==> src/rtl/timer_pkg.sv <==
// Shared constants and types for the stopwatch timer and its display consumers.
// Segment codes are active-low {g,f,e,d,c,b,a}.
package timer_pkg;

    localparam int unsigned MS_MAX   = 999_999;
    localparam int unsigned N_DIGITS = 6;
    localparam int unsigned DP_DIGIT = 3;

    localparam logic [6:0] SEG_0   = 7'h40;
    localparam logic [6:0] SEG_1   = 7'h79;
    localparam logic [6:0] SEG_2   = 7'h24;
    localparam logic [6:0] SEG_3   = 7'h30;
    localparam logic [6:0] SEG_4   = 7'h19;
    localparam logic [6:0] SEG_5   = 7'h12;
    localparam logic [6:0] SEG_6   = 7'h02;
    localparam logic [6:0] SEG_7   = 7'h78;
    localparam logic [6:0] SEG_8   = 7'h00;
    localparam logic [6:0] SEG_9   = 7'h10;
    localparam logic [6:0] SEG_OFF = 7'h7F;

    typedef enum logic [1:0] {
        ST_IDLE  = 2'd0,
        ST_SHIFT = 2'd1,
        ST_LOAD  = 2'd2
    } conv_state_e;

    // Codes 10..15 cannot occur after clamping; they fall to all-off.
    function automatic logic [6:0] seg_decode(input logic [3:0] nib);
        logic [6:0] s;
        case (nib)
            4'd0:    s = SEG_0;
            4'd1:    s = SEG_1;
            4'd2:    s = SEG_2;
            4'd3:    s = SEG_3;
            4'd4:    s = SEG_4;
            4'd5:    s = SEG_5;
            4'd6:    s = SEG_6;
            4'd7:    s = SEG_7;
            4'd8:    s = SEG_8;
            4'd9:    s = SEG_9;
            default: s = SEG_OFF;
        endcase
        return s;
    endfunction

endpackage

==> src/rtl/bin2bcd_seq.sv <==
// Free-running sequential 20-bit binary to 6-digit BCD converter (shift-add-3).
// One sample, 20 shift steps, one load: a new result every 22 cycles.
module bin2bcd_seq
    import timer_pkg::*;
(
    input  logic        clk,
    input  logic        KEY2,
    input  logic [19:0] bin,
    output logic [23:0] bcd,
    output logic        bcd_valid
);

    conv_state_e state_q, state_d;
    logic [43:0] sr_q, sr_d;
    logic [4:0]  cnt_q, cnt_d;
    logic [23:0] bcd_q, bcd_d;
    logic        valid_q, valid_d;
    logic [43:0] adj;
    logic [19:0] bin_clamped;

    assign bin_clamped = (bin > 20'(MS_MAX)) ? 20'(MS_MAX) : bin;

    always_comb begin
        state_d = state_q;
        sr_d    = sr_q;
        cnt_d   = cnt_q;
        bcd_d   = bcd_q;
        valid_d = 1'b0;
        adj     = sr_q;
        case (state_q)
            ST_IDLE: begin
                sr_d    = {24'd0, bin_clamped};
                cnt_d   = 5'd19;
                state_d = ST_SHIFT;
            end
            ST_SHIFT: begin
                for (int i = 0; i < 6; i++) begin
                    if (adj[20 + 4 * i +: 4] >= 4'd5) begin
                        adj[20 + 4 * i +: 4] = adj[20 + 4 * i +: 4] + 4'd3;
                    end
                end
                sr_d = {adj[42:0], 1'b0};
                if (cnt_q == 5'd0) begin
                    state_d = ST_LOAD;
                end else begin
                    cnt_d = cnt_q - 5'd1;
                end
            end
            ST_LOAD: begin
                bcd_d   = sr_q[43:20];
                valid_d = 1'b1;
                state_d = ST_IDLE;
            end
            default: state_d = ST_IDLE;
        endcase
    end

    always_ff @(posedge clk or negedge KEY2) begin
        if (!KEY2) begin
            state_q <= ST_IDLE;
            sr_q    <= '0;
            cnt_q   <= '0;
            bcd_q   <= '0;
            valid_q <= 1'b0;
        end else begin
            state_q <= state_d;
            sr_q    <= sr_d;
            cnt_q   <= cnt_d;
            bcd_q   <= bcd_d;
            valid_q <= valid_d;
        end
    end

    assign bcd       = bcd_q;
    assign bcd_valid = valid_q;

endmodule

==> src/rtl/t_display_scan.sv <==
// Stopwatch display: converts the ms count to BCD and scans it onto a six-digit
// multiplexed seven-segment display as SSS.mmm.
module t_display_scan
    import timer_pkg::*;
#(
    parameter int unsigned SCAN_DIV = 50_000,
    parameter bit          BLANK_LZ = 1'b0
) (
    input  logic        clk,
    input  logic        KEY2,
    input  logic [19:0] t,
    output logic [6:0]  seg,
    output logic        dp,
    output logic [5:0]  dig,
    output logic [23:0] bcd,
    output logic        bcd_valid
);

    localparam int unsigned PW = (SCAN_DIV > 2) ? $clog2(SCAN_DIV) : 1;

    logic [23:0]   bcd_w;
    logic          bcd_valid_w;
    logic [PW-1:0] pre_q, pre_d;
    logic [2:0]    idx_q, idx_d;
    logic [6:0]    seg_q, seg_d;
    logic          dp_q, dp_d;
    logic [5:0]    dig_q, dig_d;
    logic [3:0]    nib;
    logic          blank;

    bin2bcd_seq u_bin2bcd (
        .clk       (clk),
        .KEY2      (KEY2),
        .bin       (t),
        .bcd       (bcd_w),
        .bcd_valid (bcd_valid_w)
    );

    always_comb begin
        pre_d = pre_q + PW'(1);
        idx_d = idx_q;
        if (pre_q == PW'(SCAN_DIV - 1)) begin
            pre_d = '0;
            idx_d = (idx_q == 3'(N_DIGITS - 1)) ? 3'd0 : idx_q + 3'd1;
        end
    end

    always_comb begin
        case (idx_q)
            3'd0:    nib = bcd_w[3:0];
            3'd1:    nib = bcd_w[7:4];
            3'd2:    nib = bcd_w[11:8];
            3'd3:    nib = bcd_w[15:12];
            3'd4:    nib = bcd_w[19:16];
            3'd5:    nib = bcd_w[23:20];
            default: nib = 4'hF;
        endcase
    end

    // Only the two hundreds/tens-of-seconds digits are ever blanked.
    assign blank = BLANK_LZ && (((idx_q == 3'd5) && (bcd_w[23:20] == 4'd0)) ||
                                ((idx_q == 3'd4) && (bcd_w[23:16] == 8'd0)));

    always_comb begin
        seg_d = blank ? SEG_OFF : seg_decode(nib);
        dig_d = ~(6'b000001 << idx_q);
        dp_d  = ~(idx_q == 3'(DP_DIGIT));
    end

    always_ff @(posedge clk or negedge KEY2) begin
        if (!KEY2) begin
            pre_q <= '0;
            idx_q <= 3'd0;
            seg_q <= SEG_OFF;
            dp_q  <= 1'b1;
            dig_q <= 6'h3F;
        end else begin
            pre_q <= pre_d;
            idx_q <= idx_d;
            seg_q <= seg_d;
            dp_q  <= dp_d;
            dig_q <= dig_d;
        end
    end

    assign seg       = seg_q;
    assign dp        = dp_q;
    assign dig       = dig_q;
    assign bcd       = bcd_w;
    assign bcd_valid = bcd_valid_w;

endmodule

==> config.mk <==
export PLATFORM = sky130hd
export DESIGN_NAME = t_display_scan
export DESIGN_NICKNAME = d
export VERILOG_FILES = /design/src/rtl/timer_pkg.sv /design/src/rtl/bin2bcd_seq.sv /design/src/rtl/t_display_scan.sv
export SDC_FILE = /design/constraint.sdc
export NUM_CORES = 1
export LEC_CHECK = 0
export ABC_AREA = 1
export BUFFER_PORTS_ARGS = -buffer_cell sky130_fd_sc_hd__buf_4
export CAP_MARGIN = 20
export CORE_MARGIN = 2
export CORE_UTILIZATION = 55
export DETAILED_ROUTE_END_ITERATION = 8
export HOLD_SLACK_MARGIN = 0.12
export PLACE_DENSITY = 0.82
export SLEW_MARGIN = 25
export SYNTH_ARGS = -nofsm -noshare
export SYNTH_HDL_FRONTEND = slang
export SYNTH_HIERARCHICAL = 1
export SYNTH_SLANG_ARGS = --single-unit
==> constraint.sdc <==
create_clock -name clk -period 2.9 [get_ports clk]
set_input_delay 0.29 -clock clk [delete_from_list [all_inputs] [get_ports clk]]
set_output_delay 0.29 -clock clk [all_outputs]
set_load 0.03 [all_outputs]
==> impl_metrics.tcl <==
set metrics [dict create \
    outcome "completed" \
    slew-limit-headroom_pct 56.1 \
    intPower_w 0.00258 \
    cp_slowest_cell "dfrtp_1" \
    num_io_pins 61 \
    worstPathRequired_ps 3200 \
    final_cells 866 \
    die_h_microns 105 \
    ys_top_cells_by_area "dfrtp_1 42%, nand2_1 10%, inv_1 6.5%" \
    antenna_cells 0 \
    cp-start-kind "register" \
    worst_slew_pin_slew_ps 658 \
    slowest_delay_ps 690 \
    criticalPathCategory "reg2reg" \
    share_comb_of_total_power_pct 30.3 \
    hold_start "t[16]" \
    dp_hpwl_microns 8470 \
    fin_ws_ps 574 \
    synth_top_cell_by_area "dfrtp_1" \
    p_leak_nw 3.22 \
    clockBufferDepth 2 \
    n_fill_cell 838 \
    max_freq_ghz 0.430 \
    dr.pass1.iters 5 \
    grt_max_degree 49 \
    wl_per_cell_microns 13.2 \
    grt_first_pass_wirelength_microns 19800 \
    grt_use_total_pct 21.8 \
    synth_edf_count 0 \
    die_x_microns 105 \
    syn_avg_cell_area_sq_um 8.38 \
    power_frac_clock_pct 21.6 \
    numPortBuffers 60 \
    hold_violations 0 \
    drc 0 \
    drv_slew 0 \
    routed_via_density 5.33 \
    cts.sinks 108 \
    worst_path_most_repeated_cell "nand2_1" \
    cts_hold_buf 1 \
    synth_cell_type_count 38 \
    fin_skew_ps 9.45 \
    overflow 0 \
    antenna_found_initial 0 \
    cp-startpoint "idx_q[1]" \
    rsz0062_at_grt "false" \
    dp_slack_ps 598 \
    vias 4618 \
    drive_above_1_share_pct 17.2 \
    synthToLayoutAreaGrowth_pct 12.4 \
    r2r-start "idx_q[1]" \
    power.density_mw_per_mm2 632 \
    syn-cell-area_sq_mm 0.00562 \
    ctsHtreeMaxLevel 3 \
    std_cell_rows 36 \
    drtIter0Drc 249 \
    postRouteWirelength_microns 11500 \
    cts_tree "built" \
    path_max_fanout 9 \
    ir_drop_uv 482 \
    place_inst 849 \
    ant_nets 0 \
    synth_top_area_share_pct 42.3 \
    grt_pass1_vias 4461 \
    period_minus_slack_ps 2330 \
    cts_buffers 9 \
    clock_latency_ps 360 \
    switching_power_w 0.00141 \
    worstSetupEndpointType "register" \
    ys_seq_area_share_pct 48.4 \
    cts_root_buf "clkbuf_8" \
    switching_share_pct 35.4 \
    path_clk_slew_ps 90 \
    synth_ff_type "dfrtp_1" \
    setup_violations 0 \
    fin_nets 769 \
    yosysWarnings 6 \
    cap_viol_max_count 0 \
    seqPwrFrac_pct 48.1 \
    post_cts_buffers 0 \
    routabilityCongestion 0.916 \
    ctsResizeCount 0 \
    crit_arrival_ps 2620 \
    coreArea_sq_mm 0.00986 \
    hp-class "in2reg" \
    critical_path_buf_inv_count 2 \
    initial_utilization_pct 57.0 \
    syn_inst 670 \
    dieArea_sq_mm 0.0110 \
    setup_tns_ps 0 \
    fin_crit_sh_pct 80.2 \
    crit_family "simple AND/OR/NAND/NOR gates" \
    async_flop_share_pct 100 \
    cp_cell_sequence "nand2_1, inv_1, ha_1, nor2_4, nand2_1, nand4_2, nor2_4, inv_1, ha_1, nand2_1, nand2_1, nand2_1, nand2_1" \
    syn_nets 711 \
    synth-seq-cells 108 \
]
-- metal layers --
layer  share of wire (%)  track usage (%)  up-vias
met1                  44             28.0     2194
met3                 4.8             3.81       23
met5                   0                0        -
met2                  50             37.3      139
met4                 1.9             7.14        0
li1                    -                -     2262
-- per-stage QoR --
stage | total power (W) | utilization, % | hold slack, ps | area [sq um]
finish | 0.00399 | 64.0 | 160 | 6310
global route | 0.00420 | 64.0 | 161 | 6310
CTS | 0.00402 | 64.0 | 152 | 6310
detailed placement | 0.00316 | 62.1 | 310 | 6130
global placement | 0.00311 | 62.1 | 303 | 6130
floorplan | 0.00266 | - | -5.59 | 5620
-- worst register-to-register path: cells and delay by family (launching register included) --
kind | cells | cell delay [ps]
DFF | 1 | 690
and+or+nand+nor | 9 | 800
buffers and inverters | 2 | 180
adders and majority gates | 2 | 590
-- power groups by stage --
stage | logic (W) | clock network (W) | registers (W)
after floorplan | 0.000396 | 0 | 0.00227
after global placement | 0.00118 | 0 | 0.00194
after detailed placement | 0.00122 | 0 | 0.00195
after CTS | 0.00122 | 0.000883 | 0.00192
after global routing | 0.00131 | 0.000949 | 0.00194
final | 0.00121 | 0.000865 | 0.00192
-- final cells by class --
type                            count  area (sq um)  area share [%]
Clock buffer                       14           143            2.26
Clock inverter                      2          35.0           0.555
Inverter                          108           425            6.74
Multi-Input combinational cell    434          2320            36.8
Sequential cell                   108          2720            43.1
Tap cell                          133           166            2.64
Timing Repair Buffer               67           505            8.00
-- synthesized netlist by cell type (8+ instances only) --
master / number
xor2_1: 12
ha_1: 19
nand3_1: 40
o21ai_1: 8
dfrtp_1: 95
nor2_1: 58
nand2_1: 157
nand2_2: 9
o22ai_1: 23
nand4_1: 10
o21bai_1: 9
dfstp_2: 13
o21ai_0: 50
inv_1: 98
-- registers in the layout, summed over array words and instances (netlist names) --
| register | count |
|---|---|
| seg | 7 |
| u_bin2bcd/state_q | 2 |
| u_bin2bcd/cnt_q | 5 |
| u_bin2bcd/bcd | 24 |
| idx_q | 3 |
| u_bin2bcd/bcd_valid | 1 |
| u_bin2bcd/sr_q | 44 |
| dig | 6 |
| pre_q | 16 |
-- placed cells by master (no fill, tap or decap), types with 10 or more instances in the layout --
cell type	instances
buf_4	66
dfrtp_1	95
dfstp_2	13
ha_1	19
inv_1	98
nand2_1	157
nand3_1	40
nand4_1	10
nor2_1	58
o21ai_0	50
o22ai_1	23
xor2_1	12
-- path summary, 6_finish.rpt --
check	endpoint	slack, ps	cells after the start
hold reg to reg	pre_q[0]	480	1
hold / removal	u_bin2bcd/sr_q[16]	160	3
max in group asynchronous	u_bin2bcd/sr_q[21]	1740	3
setup reg to reg	seg[3]	570	13
setup / recovery	seg[3]	570	13
min in group asynchronous	u_bin2bcd/bcd[22]	450	2
-- cells by family (layout without fill, tap and decap cells) --
group                      after synthesis  in the layout  synth area share, %
and+or+nand+nor                        299            299                 24.4
buffers and inverters                  128            191                 10.3
DFF                                    108            108                 48.4
AOI/OAI and AO/OA                      103            103                 10.7
adders and majority gates               19             19                 4.23
xor gates and xnor gates                13             13                 2.03
Power figures use the tool's default switching activity.
